$ cat config.mk
export PLATFORM = sky130hd
export DESIGN_NAME = iguana_eoc_monitor
export DESIGN_NICKNAME = d
export VERILOG_FILES = /design/src/rtl/iguana_eoc_pkg.sv /design/src/rtl/iguana_tick_gen.sv /design/src/rtl/iguana_eoc_monitor.sv
export SDC_FILE = /design/constraint.sdc
export NUM_CORES = 1
export LEC_CHECK = 0
export BUFFER_PORTS_ARGS = -buffer_cell sky130_fd_sc_hd__buf_2
export CORE_ASPECT_RATIO = 0.6
export CORE_MARGIN = 2
export CORE_UTILIZATION = 30
export CTS_CLUSTER_SIZE = 14
export DETAILED_ROUTE_END_ITERATION = 10
export PLACE_DENSITY_LB_ADDON = 0.08
export SLEW_MARGIN = 40
export SYNTH_ARGS = -nofsm -noshare
export SYNTH_HDL_FRONTEND = slang
export SYNTH_HIERARCHICAL = 1
export SYNTH_SLANG_ARGS = --single-unit
$ cat constraint.sdc
create_clock -name clk_i -period 7.6 [get_ports clk_i]
set_input_delay 2.28 -clock clk_i [delete_from_list [all_inputs] [get_ports clk_i]]
set_output_delay 2.28 -clock clk_i [all_outputs]
set_load 0.005 [all_outputs]
$ cat src/rtl/iguana_eoc_pkg.sv
// rtl/iguana_eoc_pkg.sv - shared types, defaults and strobe-merge helper for the EOC monitor
// Purpose: monitor state encoding, default parameter values and the byte-strobe
//          merge used to update the shadow copy of the EOC scratch register.
// Ports:   none (package).
package iguana_eoc_pkg;

    typedef enum logic [1:0] {
        RUN     = 2'd0,
        DONE    = 2'd1,
        TIMEOUT = 2'd2
    } eoc_state_e;

    localparam logic [31:0] DEFAULT_EOC_ADDR      = 32'h0300_0008;
    localparam int          DEFAULT_TICK_CYCLES   = 50000;
    localparam int          DEFAULT_TIMEOUT_TICKS = 100;

    // Bytes with their strobe set take the write data, the rest keep the old value.
    function automatic logic [31:0] merge_strb(input logic [31:0] old_value,
                                               input logic [31:0] wdata,
                                               input logic [3:0]  wstrb);
        logic [31:0] result;
        result = old_value;
        for (int b = 0; b < 4; b++) begin
            if (wstrb[b]) begin
                result[8*b +: 8] = wdata[8*b +: 8];
            end
        end
        return result;
    endfunction

endpackage

$ cat src/rtl/iguana_tick_gen.sv
// rtl/iguana_tick_gen.sv - prescaler producing one wrap per TickCycles enabled cycles
// Purpose: counts 0..TickCycles-1 while enabled and holds otherwise.
// Ports:   clk, rst (async, active-high), clear (sync), enable;
//          wrap (combinational, last count while enabled), tick (wrap registered).
module iguana_tick_gen
    import iguana_eoc_pkg::*;
#(
    parameter int TickCycles = DEFAULT_TICK_CYCLES
) (
    input  logic clk,
    input  logic rst,
    input  logic clear,
    input  logic enable,
    output logic wrap,
    output logic tick
);

    localparam int              CountWidth = $clog2(TickCycles);
    localparam logic [CountWidth-1:0] LastCount = CountWidth'(TickCycles - 1);

    logic [CountWidth-1:0] count;

    assign wrap = enable && (count == LastCount);

    always_ff @(posedge clk or posedge rst) begin
        if (rst) begin
            count <= '0;
            tick  <= 1'b0;
        end else if (clear) begin
            count <= '0;
            tick  <= 1'b0;
        end else begin
            tick <= wrap;
            if (enable) begin
                count <= wrap ? '0 : count + 1'b1;
            end
        end
    end

endmodule

$ cat src/rtl/iguana_eoc_monitor.sv
// rtl/iguana_eoc_monitor.sv - passive bus snooper capturing the EOC exit code with progress ticks and timeout
// Purpose: shadows writes to the EOC scratch register, latches the exit code when
//          bit0 is written as 1, counts progress ticks and flags a timeout.
// Ports:   clk_i, rst_i (async, active-high), clear_i (sync);
//          req_valid_i/req_ready_i/req_write_i/req_addr_i/req_wdata_i/req_wstrb_i (snooped bus);
//          tick_o, elapsed_o, eoc_o, exit_code_o, pass_o, timeout_o.
module iguana_eoc_monitor
    import iguana_eoc_pkg::*;
#(
    parameter int                   AddrWidth    = 32,
    parameter logic [AddrWidth-1:0] EocAddr      = AddrWidth'(DEFAULT_EOC_ADDR),
    parameter int                   TickCycles   = DEFAULT_TICK_CYCLES,
    parameter int                   TimeoutTicks = DEFAULT_TIMEOUT_TICKS
) (
    input  logic                 clk_i,
    input  logic                 rst_i,
    input  logic                 clear_i,
    input  logic                 req_valid_i,
    input  logic                 req_ready_i,
    input  logic                 req_write_i,
    input  logic [AddrWidth-1:0] req_addr_i,
    input  logic [31:0]          req_wdata_i,
    input  logic [3:0]           req_wstrb_i,
    output logic                 tick_o,
    output logic [31:0]          elapsed_o,
    output logic                 eoc_o,
    output logic [30:0]          exit_code_o,
    output logic                 pass_o,
    output logic                 timeout_o
);

    eoc_state_e  state_q, state_d;
    logic [31:0] shadow;
    logic [31:0] merged;
    logic [31:0] elapsed;
    logic [31:0] elapsed_inc;
    logic [30:0] exit_code;
    logic        hit;
    logic        eoc_hit;
    logic        timeout_hit;
    logic        running;
    logic        wrap;
    logic        unused_addr_lsb;

    assign running = (state_q == RUN);

    // Byte offset within the word is irrelevant to the hit decode.
    assign unused_addr_lsb = ^req_addr_i[1:0];
    assign hit = req_valid_i && req_ready_i && req_write_i &&
                 (req_addr_i[AddrWidth-1:2] == EocAddr[AddrWidth-1:2]);

    assign merged  = merge_strb(shadow, req_wdata_i, req_wstrb_i);
    // EOC needs bit0 actually written in this transfer, not merely held in the shadow.
    assign eoc_hit = running && hit && req_wstrb_i[0] && merged[0];

    assign elapsed_inc = (elapsed == 32'hFFFF_FFFF) ? elapsed : elapsed + 32'd1;
    assign timeout_hit = (TimeoutTicks != 0) && wrap &&
                         (elapsed_inc >= 32'(TimeoutTicks));

    iguana_tick_gen #(
        .TickCycles(TickCycles)
    ) u_tick_gen (
        .clk   (clk_i),
        .rst   (rst_i),
        .clear (clear_i),
        .enable(running),
        .wrap  (wrap),
        .tick  (tick_o)
    );

    always_ff @(posedge clk_i or posedge rst_i) begin
        if (rst_i) begin
            state_q <= RUN;
        end else begin
            state_q <= state_d;
        end
    end

    // EOC is checked before timeout so a coincident EOC wins.
    always_comb begin
        state_d = state_q;
        case (state_q)
            RUN: begin
                if (eoc_hit) begin
                    state_d = DONE;
                end else if (timeout_hit) begin
                    state_d = TIMEOUT;
                end
            end
            default: state_d = state_q;
        endcase
        if (clear_i) begin
            state_d = RUN;
        end
    end

    always_ff @(posedge clk_i or posedge rst_i) begin
        if (rst_i) begin
            shadow    <= '0;
            elapsed   <= '0;
            exit_code <= '0;
        end else if (clear_i) begin
            shadow    <= '0;
            elapsed   <= '0;
            exit_code <= '0;
        end else if (running) begin
            if (hit) begin
                shadow <= merged;
            end
            if (wrap) begin
                elapsed <= elapsed_inc;
            end
            if (eoc_hit) begin
                exit_code <= merged[31:1];
            end
        end
    end

    assign elapsed_o   = elapsed;
    assign exit_code_o = exit_code;
    assign eoc_o       = (state_q == DONE);
    assign timeout_o   = (state_q == TIMEOUT);
    assign pass_o      = eoc_o && (exit_code == 31'd0);

endmodule

; ---- Word-level counts from Yosys, hierarchy flattened
; Cells that the tools add are included.
[word_totals]
register_bits = 114
latchBits = 0
ramBits = 0
mem_bits_ro = 0
input_bits = 74
output_inout_bits = 67
elab_cells = 56
mem_count = 0
[classes]
add_sub_neg = 2
multipliers = 0
n_div = 0
magnitude_cmp = 1
eq_ne = 5
n_shift = 0
mux = 22
bitwise = 0
reduce_logical = 20
[op_table]
columns = cell, count
row1 = 32-bit 2-to-1 mux, 7
row2 = 31-bit 2-to-1 mux, 3
row3 = 16-bit 2-to-1 mux, 3
row4 = "32-bit by 1-bit adder with 32-bit output, second input constant", 1
row5 = "32-bit == test, second input constant", 1
row6 = "32-bit by 7-bit greater-or-equal comparator with 1-bit output, second input constant", 1
row7 = 8-bit 2-to-1 mux, 4
row8 = 31-bit zero test, 1
row9 = "30-bit by 24-bit == test with 1-bit output, second input constant", 1
row10 = "16-bit by 1-bit adder with 16-bit output, second input constant", 1
row11 = "16-bit == test, second input constant", 1
row12 = 1-bit logical AND, 9
row13 = 2-bit 2-to-1 mux, 4
row14 = 2-bit AND reduction, 4
row15 = 2-bit nonzero test, 4
row16 = 3-bit nonzero test, 1
row17 = "2-bit by 1-bit == test with 1-bit output, second input constant", 1
row18 = "2-bit == test, second input constant", 1
row19 = 2-bit zero test, 1
row20 = 1-bit 2-to-1 mux, 1

; ---- Depth between registers and ports, before layout
; Gate-level depths: netlist of the first run.
[depth]
ltp_word = 9
mapped_depth = 10
ltp_nobuf = 9

; ---- Modules after synthesis
; The synthesis of the first run kept the hierarchy.
[by_module_without_submodules]
columns = mod, instances, cells_each, area_each_um2, seq_area_each_um2
row1 = iguana_eoc_monitor, 1, 569, 5051.1, 2227.1
row2 = iguana_tick_gen, 1, 92, 930.9, 425.4

; ---- Least setup slack after synthesis of the first run
; OpenSTA, ideal clock, no wires.
[synth_timing]
kind = input port to flip-flop
start = input req_addr_i[2]
end = register exit_code[1], in the netlist exit_code_o[1]
setup_ns = 0.078
arrival_ns = 3.966
required_time_ns = 7.522
slack_ns = 3.556
path_stages = 8
n_path_buf = 2
path_cell_list = nor4bb_1 > nand4_1 > nor4_1 > and3_1 > clkbuf_1 > clkbuf_1 > nand2_1 > a21oi_1
[synth_between]
elab_chain_len = 7
[synth_lines]
columns = element, line_no
row1 = start: declaration, iguana_eoc_monitor.sv:21  ; input logic [AddrWidth-1:0] req_addr_i,
row2 = 30-bit by 24-bit == test with 1-bit output, iguana_eoc_monitor.sv:50  ; (req_addr_i[AddrWidth-1:2] == EocAddr[AddrWidth-1:2]);
row3 = 1-bit logical AND, iguana_eoc_monitor.sv:49  ; assign hit = req_valid_i && req_ready_i && req_write_i &&
row4 = 1-bit logical AND (3 in a row), iguana_eoc_monitor.sv:54  ; assign eoc_hit = running && hit && req_wstrb_i[0] && merged[0];
row5 = 2-bit nonzero test (no source line), n/a
row6 = 2-bit AND reduction (no source line), n/a
row7 = end signal: assignment, iguana_eoc_monitor.sv:114  ; exit_code <= merged[31:1];
row8 = end: declaration, iguana_eoc_monitor.sv:37  ; logic [30:0] exit_code;
; No other way between the ends.
; A chain may end at the register's enable or synchronous reset.

; ---- Final worst setup path of the first run
[layout_timing]
start = register exit_code[25], in the netlist exit_code_o[25]
end = output pass_o
[layout_between]
elab_chain_len = 2
[layout_lines]
columns = element, line_no
row1 = 31-bit zero test, iguana_eoc_monitor.sv:123  ; assign pass_o = eoc_o && (exit_code == 31'd0);
row2 = 1-bit logical AND, iguana_eoc_monitor.sv:123
row3 = end: declaration, iguana_eoc_monitor.sv:28  ; output logic pass_o,
; No other way between the ends.

==> results of run 1 <==
-- where the power goes --
| part | switching, W | leakage (nW) | internal (W) |
|---|---|---|---|
| logic | 0.0000353 | 1.67 | 0.0000233 |
| registers | 0.00000202 | 1.48 | 0.000565 |
| clock network | 0.000237 | 0.157 | 0.000266 |
| total | 0.000274 | 3.31 | 0.000854 |
-- per-layer routing --
layer	vias up	wire [um]	part of all wire (%)	GRT usage (%)
li1	2536	-	-	-
met4	0	76	0.42	2.56
met2	165	7270	40	23.8
met1	2598	9760	54	27.7
met3	5	1060	5.8	3.82
met5	-	0	0	0
-- cell families after synthesis --
logic type / after synthesis / share of synthesized area [%]
buffers and inverters: 50 / 3.56
xor gates and xnor gates: 46 / 6.74
adders and majority gates: 2 / 0.418
AOI/OAI and AO/OA: 86 / 8.60
DFF: 106 / 44.3
muxes: 53 / 9.37
and+or+nand+nor: 318 / 27.0
-- cell usage in the layout (no fill, tap or decap), types with 3 or more instances in the layout --
master / instances
a211oi_1: 4
a21oi_1: 49
and2_1: 5
and3_1: 7
and4_1: 10
buf_2: 137
buf_4: 3
clkbuf_16: 9
dfrtp_1: 106
inv_1: 7
inv_6: 3
mux2_2: 24
mux2i_1: 29
nand2_1: 94
nand3_1: 22
nand4_1: 18
nor2_1: 82
nor2b_1: 4
nor3_1: 16
nor4_1: 21
o21ai_0: 17
or2_2: 3
or3_1: 12
xnor2_1: 32
xor2_1: 14
-- registers in the layout (all words and copies together) (netlist names) --
register / cells
exit_code_o: 31
shadow: 24
elapsed_o: 32
state_q: 2
u_tick_gen/tick: 1
u_tick_gen/count: 16
-- Yosys cell counts (10+ instances only) --
master    instances
nor2_1           83
xnor2_1          32
a21oi_1          49
nand4_1          18
clkbuf_1         30
o21ai_0          17
mux2_2           24
nand2_1          95
dfrtp_1         106
xor2_1           14
mux2i_1          29
nor4_1           21
or3_1            12
and4_1           10
nand3_1          22
nor3_1           17
-- worst register-to-register path, stage by stage, from the launching register on --
cell and delay [ns]:
dfrtp_1 0.51, ha_1 0.29, nand3_1 0.36, nor4_1 0.82, nand2_1 0.27, a211oi_1 0.30, o22ai_1 0.13, nor4_1 0.31
a21oi_1 0.11
-- area by class of cell --
type / instances / area [um2]
Fill cell: 2010 / 12100
Multi-Input combinational cell: 505 / 3130
Sequential cell: 106 / 2650
Timing Repair Buffer: 141 / 719
Tap cell: 266 / 333
Clock buffer: 9 / 225
Clock inverter: 7 / 97.6
Inverter: 8 / 31.3
Antenna cell: 1 / 2.50
-- through the flow --
stage / power [W] / instance area, um2 / setup WS [ns] / cells / hold slack [ns]
final: 0.00113 / 7200 / 3.40 / 1043 / 0.523
after global routing: 0.00118 / 7190 / 3.19 / 1042 / 0.551
after CTS: 0.00115 / 7180 / 3.35 / 1042 / 0.530
after detailed placement: 0.000638 / 6860 / 3.22 / 1026 / 0.511
after global placement: 0.000637 / 6850 / 2.92 / 1026 / 0.500
after floorplan: 0.000609 / 5980 / 3.01 / 661 / 0.485
-- worst max-delay path by stage --
stage                           startpoint  cells past startpoint                          end  slack [ns]
2_1_floorplan                        rst_i                      1     elapsed_o[0]$_DFFE_PP0P_        3.01
3_3_place_gp                req_addr_i[12]                      9  exit_code_o[27]$_DFFE_PP0P_        2.92
3_5_place_dp                req_addr_i[12]                      9  exit_code_o[21]$_DFFE_PP0P_        3.22
4_1_cts        exit_code_o[25]$_DFFE_PP0P_                      4                       pass_o        3.35
5_1_grt        exit_code_o[25]$_DFFE_PP0P_                      4                       pass_o        3.19
6_report       exit_code_o[25]$_DFFE_PP0P_                      4                       pass_o        3.40
==> reports/metrics.csv, run 1 <==
stage,metric,value,unit
synthesis,Post-synth top flop,dfrtp_1,
synthesis,library cells used by synthesis,58,
sta,clk_skew,0.00691,ns
layout,Post-layout nets,847,
die,die height,113,um
hold_path,Hold Crit Class,reg -> reg,
layout,Post-Route Utilization,37.3,%
synthesis,"Seq/Total Area, Yosys",44.3,%
setup_path,reg2reg setup slack,4.39,ns
die,Die W,186,um
clocking,cells resized by post-CTS repair,0,
power_and_ir_drop,static leakage,3.31,nW
status,status,"complete, no violations",
sta,fin crit period,4.20,ns
synthesis,Synth Register Bits,106,
die,Starting Density,31.0,%
clocking,clock slew at reported path FFs,0.08,ns
clocking,postcts setup bufs,0,
clocking,CTS sink cnt,106,
clocking,hold_buf cts,0,
hold_path,hold wc startpoint,shadow[10]$_DFFE_PP0P_,
setup_path,crit path max fanout,3,
routing,vias per inst,5.09,
routing,total number of vias,5304,
setup_path,"delay-heaviest family, CP",simple AND/OR/NAND/NOR gates,
synthesis,share of synthesized registers carrying an async set or reset,100,%
clocking,clk_lat worst skew,0.35,ns
synthesis,cell taking the most area after synthesis,dfrtp_1,
clocking,clock root buffer master,clkbuf_16,
grt,initial antenna violation count,1,
die,core area,19300,um2
grt,Total Routing Usage GR,17.3,%
hold_path,Worst Hold Path EP,shadow[10]$_DFFE_PP0P_,
setup_path,FF-to-FF Start,elapsed_o[0]$_DFFE_PP0P_,
die,Die ar.,21100,um2
sta,RSZ-0062 raised after global routing,false,
clocking,CTS tree,yes,
grt,GRT overflow,0,
clocking,maximum clock path buffer count,2,
setup_path,CP Cell Sequence,nor4_1 -> nand4_1 -> nor3_1 -> buf_2,
synthesis,Netlist Area Pre-Place,5980,um2
routing,DR pass1 iterations,5,
flow_run,max-cap viol count,0,
synthesis,Syn Inst Count,661,
layout,area delta synth->final,20.3,%
routing,drt wl/cell,17.4,um
clocking,CTS buffer count,9,
setup_path,critical path startpoint category,register,
setup_path,R2R depth,8,
layout,layout cell share with drive strength beyond 1,25.8,%
routing,number of DRC markers in iteration 0,393,
synthesis,top-area cell type share of the netlist area,44.3,%
hold_path,worst hold stages,2,
sta,fin crit share,55.3,%
synthesis,"top cells by area, synth","dfrtp_1 44%, nand2_1 6.0%, nor2_1 5.2%",
sta,worst slew margin relative to its limit,45.9,%
place,Final HPWL DP,13.4,mm
sta,"Setup violations, final",0,
place,# port buffers,138,
setup_path,WP data arrival,1.92,ns
routing,DRC viols,0,
sta,slew of the pin with the lowest slew margin,0.804,ns
setup_path,critical path class,reg -> out,
clocking,CTS H-tree lvls,3,
setup_path,CP Capture Type,output pin,
grt,vias in the first global route,5064,
setup_path,Critical R2R Capture,state_q[1]$_DFFE_PP0P_,
setup_path,"Req. time, crit path",5.32,ns
synthesis,Mapped Nets,737,
grt,largest net degree at the start of global routing,96,
power_and_ir_drop,Max rail drop VDD,101,uV
power_and_ir_drop,PD cells,157,nW/um2
setup_path,CP max stage cell,nor4_1,
grt,first-pass GRT wire length,28.9,mm
sta,max-slew violations,0,
synthesis,Yosys Warn Count,6,
routing,Routed Wire Length,18.2,mm
die,I/O Pins,141,
die,row count,39,
sta,TNS Setup,0,ns
sta,Max Fclk,238,MHz
setup_path,Bufs and invs on worst path,1,
place,Placer Congestion,0.909,
synthesis,"EDFF count, synth",0,
sta,"Hold Vio Cnt, Final",0,
setup_path,CP max stage delay,0.55,ns
synthesis,post-synthesis average cell area,9.05,um2
routing,Detail Route Antenna Nets,0,
Power figures use the tool's default switching activity.
==> run 2, diff against run 1 <==
- clock period: 7.6 -> 3.8 ns (I/O delays scaled with it)
==> reports/metrics.csv, run 2 (synthesized netlist as in run 1, its figures left out) <==
stage,metric,value,unit
hold_path,Hold Crit Class,reg -> reg,
sta,fin crit share,82.5,%
sta,fin crit period,3.14,ns
grt,vias in the first global route,5293,
place,Placer Congestion,0.863,
grt,first-pass GRT wire length,29.5,mm
layout,"most common cell after layout, fill and taps aside",buf_2,
die,row count,39,
layout,area delta synth->final,20.8,%
layout,"commonest non-fill, non-tap cells in the layout","137 x buf_2, 106 x dfrtp_1, 95 x nand2_1",
routing,DR pass1 iterations,6,
routing,Routed Wire Length,18.0,mm
power_and_ir_drop,PD cells,304,nW/um2
sta,max-slew violations,0,
setup_path,R2R depth,8,
routing,number of DRC markers in iteration 0,324,
layout,Post-layout nets,854,
setup_path,critical path startpoint category,register,
sta,clk_skew,0.00789,ns
clocking,cells resized by post-CTS repair,0,
clocking,CTS H-tree lvls,3,
sta,TNS Setup,0,ns
place,Final HPWL DP,13.6,mm
die,die height,113,um
power_and_ir_drop,Max rail drop VDD,202,uV
status,status,"complete, no violations",
setup_path,FF-to-FF Start,elapsed_o[0]$_DFFE_PP0P_,
setup_path,critical path class,reg -> out,
routing,DRC viols,0,
sta,"Hold Vio Cnt, Final",0,
clocking,clk_lat worst skew,0.35,ns
clocking,clock root buffer master,clkbuf_16,
die,Starting Density,31.0,%
power_and_ir_drop,static leakage,3.33,nW
clocking,postcts setup bufs,0,
hold_path,Worst Hold Path EP,shadow[10]$_DFFE_PP0P_,
clocking,hold_buf cts,0,
setup_path,crit path max fanout,3,
sta,slew of the pin with the lowest slew margin,0.685,ns
grt,Total Routing Usage GR,17.6,%
die,I/O Pins,141,
sta,RSZ-0062 raised after global routing,false,
clocking,CTS sink cnt,106,
setup_path,WP data arrival,2.00,ns
setup_path,CP Capture Type,output pin,
place,# port buffers,138,
setup_path,reg2reg setup slack,0.75,ns
layout,number of filler cells placed in the layout,2022,
layout,Post-Route Utilization,37.5,%
sta,"Setup violations, final",0,
layout,max reg flops,32,
grt,largest net degree at the start of global routing,68,
clocking,clock slew at reported path FFs,0.08,ns
routing,Detail Route Antenna Nets,0,
layout,layout cell share with drive strength beyond 1,26.2,%
setup_path,Critical R2R Capture,elapsed_o[18]$_DFFE_PP0P_,
layout,n_diodes,0,
hold_path,worst hold stages,2,
clocking,CTS buffer count,9,
grt,GRT overflow,0,
flow_run,max-cap viol count,0,
hold_path,hold wc startpoint,shadow[10]$_DFFE_PP0P_,
clocking,maximum clock path buffer count,2,
die,Die ar.,21100,um2
routing,drt wl/cell,17.2,um
routing,vias per inst,5.03,
routing,total number of vias,5279,
setup_path,"Req. time, crit path",2.66,ns
sta,Max Fclk,319,MHz
clocking,CTS tree,yes,
sta,worst slew margin relative to its limit,54.3,%
die,core area,19300,um2
die,Die W,186,um
grt,initial antenna violation count,0,
run 2: critical path, stage by stage, from the launching register on:
cell	delay, ns
dfrtp_1	0.42
nor4_1	0.60
nand4_1	0.27
nor3_1	0.22
buf_2	0.14
run 2: worst max-delay path by stage:
stage	slack, ns	startpoint	end
5_1_grt	0.48	elapsed_o[0]$_DFFE_PP0P_	elapsed_o[18]$_DFFE_PP0P_
4_1_cts	0.66	exit_code_o[25]$_DFFE_PP0P_	pass_o
3_5_place_dp	0.64	req_addr_i[12]	exit_code_o[21]$_DFFE_PP0P_
6_report	0.66	exit_code_o[25]$_DFFE_PP0P_	pass_o
3_3_place_gp	0.65	req_addr_i[12]	exit_code_o[26]$_DFFE_PP0P_
2_1_floorplan	0.35	rst_i	elapsed_o[0]$_DFFE_PP0P_
run 2: routing by layer:
| metal | share of wire, % | vias up | track usage, % |
|---|---|---|---|
| li1 | - | 2550 | - |
| met1 | 54 | 2555 | 27.2 |
| met2 | 40 | 170 | 24.8 |
| met3 | 6.3 | 4 | 4.25 |
| met4 | 0.35 | 0 | 3.36 |
| met5 | 0 | - | 0 |
run 2: layout make-up:
class,instances,area [um2],area share (%)
Inverter,8,31.3,0.433
Multi-Input combinational cell,505,3120,43.2
Clock inverter,7,67.6,0.935
Tap cell,266,333,4.61
Clock buffer,9,225,3.12
Timing Repair Buffer,148,793,11.0
Sequential cell,106,2650,36.7
run 2: report_power, final:
part / leakage [nW] / switching [W] / internal, W
combinational: 1.71 / 0.0000707 / 0.0000484
clock: 0.145 / 0.000479 / 0.000463
sequential: 1.48 / 0.00000411 / 0.00113
total: 3.33 / 0.000553 / 0.00164
run 2: stage by stage:
stage                     area [um2]  power (W)  worst slack, ns  hold slack [ns]  std cells
after detailed placement        6930    0.00128            0.637            0.512       1033
after global routing            7220    0.00230            0.485            0.562       1049
after global placement          6930    0.00128            0.653            0.500       1033
after CTS                       7220    0.00225            0.665            0.530       1049
final                           7220    0.00219            0.663            0.520       1049
after floorplan                 5980    0.00122            0.353            0.485        661
==> run 3, diff against run 2 <==
- clock period: 3.8 -> 3.2 ns (I/O delays scaled with it)
==> reports/metrics.csv, run 3 (synthesized netlist as in run 1, its figures left out) <==
stage,metric,value,unit
status,status,"complete, no violations",
sta,Max Fclk,338,MHz
layout,max reg flops,32,
place,DP Cell Count,1046,
routing,Detail Route Antenna Nets,0,
die,Die ar.,21100,um2
power_and_ir_drop,Max rail drop VDD,244,uV
setup_path,"delay-heaviest family, CP",simple AND/OR/NAND/NOR gates,
sta,slew of the pin with the lowest slew margin,0.699,ns
power_and_ir_drop,static leakage,3.39,nW
setup_path,CP max stage cell,nor4_1,
sta,RSZ-0062 raised after global routing,false,
layout,"commonest non-fill, non-tap cells in the layout","137 x buf_2, 106 x dfrtp_1, 95 x nand2_1",
grt,GR Layer Usage met1,28.5,%
clocking,clk_lat worst skew,0.35,ns
die,I/O Pins,141,
layout,Final Non-Filler Cells,1063,
hold_path,Hold Crit Class,reg -> reg,
clocking,CTS H-tree lvls,3,
grt,routing usage on met3,4.18,%
layout,layout cell share with drive strength beyond 1,27.3,%
routing,drt wl/cell,17.0,um
setup_path,"Req. time, crit path",2.24,ns
clocking,CTS buffer count,9,
sta,"Hold Vio Cnt, Final",0,
grt,global routing met2 resource utilization,23.5,%
clocking,postcts setup bufs,0,
grt,first-pass GRT wire length,29.6,mm
clocking,maximum clock path buffer count,2,
routing,DR pass1 iterations,4,
grt,grt peak-use layer,met1,
sta,fin crit period,2.96,ns
sta,TNS Setup,0,ns
layout,"Design Area, Final",7300,um2
setup_path,critical path class,reg -> out,
grt,Total Routing Usage GR,17.6,%
setup_path,CP Capture Type,output pin,
routing,Routed Wire Length,18.1,mm
place,# port buffers,138,
place,"Cell Area, Placed",7010,um2
routing,DRC viols,0,
grt,initial antenna violation count,1,
routing,total number of vias,5323,
power_and_ir_drop,PD cells,354,nW/um2
setup_path,Bufs and invs on worst path,1,
flow_run,max-cap viol count,0,
sta,clk_skew,0.00910,ns
layout,"most common cell after layout, fill and taps aside",buf_2,
sta,max-slew violations,0,
grt,GRT overflow,0,
clocking,CTS sink cnt,106,
clocking,clock slew at reported path FFs,0.07,ns
die,Starting Density,31.0,%
die,row count,39,
layout,area delta synth->final,22.1,%
setup_path,CP Cell Sequence,nor4_1 -> nand4_1 -> nor3_1 -> buf_2,
layout,area of the multi-input gates,3120,um2
die,core area,19300,um2
clocking,clock root buffer master,clkbuf_16,
sta,fin crit share,92.4,%
place,Placer Congestion,0.883,
layout,Sequential Area,2650,um2
die,die height,113,um
place,Final HPWL DP,13.7,mm
setup_path,critical path startpoint category,register,
clocking,hold_buf cts,0,
clocking,CTS tree,yes,
layout,Post-layout nets,867,
setup_path,crit path max fanout,3,
sta,worst slew margin relative to its limit,53.3,%
routing,number of DRC markers in iteration 0,376,
clocking,cells resized by post-CTS repair,0,
grt,largest net degree at the start of global routing,69,
sta,"Setup violations, final",0,
layout,number of filler cells placed in the layout,2001,
routing,vias per inst,5.01,
setup_path,CP max stage delay,0.58,ns
grt,vias in the first global route,5272,
setup_path,WP data arrival,2.00,ns
die,Die W,186,um
[run 3: cell count changes in the layout (fill, tap and decap cells not counted), sizes merged]
cell,previous run,this run
diode,0,1
buf,148,161
clkinv,4,3
clkinvlp,0,2
inv,11,10
[run 3: area by class of cell]
type / instances / area share (%)
Antenna cell: 1 / 0.0343
Clock buffer: 9 / 3.08
Clock inverter: 7 / 0.839
Inverter: 8 / 0.463
Multi-Input combinational cell: 505 / 42.7
Sequential cell: 106 / 36.3
Tap cell: 266 / 4.56
Timing Repair Buffer: 161 / 12.0
[run 3: per-stage QoR]
| step | hold slack, ns | setup slack, ns | total power, W | util [%] |
|---|---|---|---|---|
| detailed placement | 0.511 | 0.411 | 0.00152 | 36.4 |
| global route | 0.560 | 0.135 | 0.00271 | 37.9 |
| floorplan | 0.485 | 0.476 | 0.00145 | - |
| finish | 0.522 | 0.242 | 0.00258 | 37.9 |
| CTS | 0.530 | 0.188 | 0.00264 | 37.9 |
| global placement | 0.500 | 0.383 | 0.00152 | 36.4 |
[run 3: routing by layer]
metal / wire [um] / share of wire [%]
met1: 9860 / 55
met2: 7030 / 39
met3: 1070 / 5.9
met4: 107 / 0.59
met5: 0 / 0
[run 3: worst min-delay path, stage by stage, from the launching register on]
cell	delay (ns)
dfrtp_1	0.35
mux2i_1	0.07
nor2_1	0.07
[run 3: final timing paths]
check	slack, ns	start	cells after the start	to
min in group asynchronous	0.66	rst_i	2	elapsed_o[24]$_DFFE_PP0P_
worst min register to register	0.52	shadow[10]$_DFFE_PP0P_	2	shadow[10]$_DFFE_PP0P_
worst min-delay path	0.52	shadow[10]$_DFFE_PP0P_	2	shadow[10]$_DFFE_PP0P_
max in group asynchronous	1.79	rst_i	3	elapsed_o[9]$_DFFE_PP0P_
worst max register to register	0.31	elapsed_o[1]$_DFFE_PP0P_	9	state_q[1]$_DFFE_PP0P_
worst max-delay path	0.24	exit_code_o[25]$_DFFE_PP0P_	4	pass_o
[run 3: power breakdown]
group | switching, W | internal, W | leakage (nW)
clock network | 0.000550 | 0.000544 | 0.140
registers | 0.00000468 | 0.00134 | 1.48
logic | 0.0000845 | 0.0000591 | 1.77
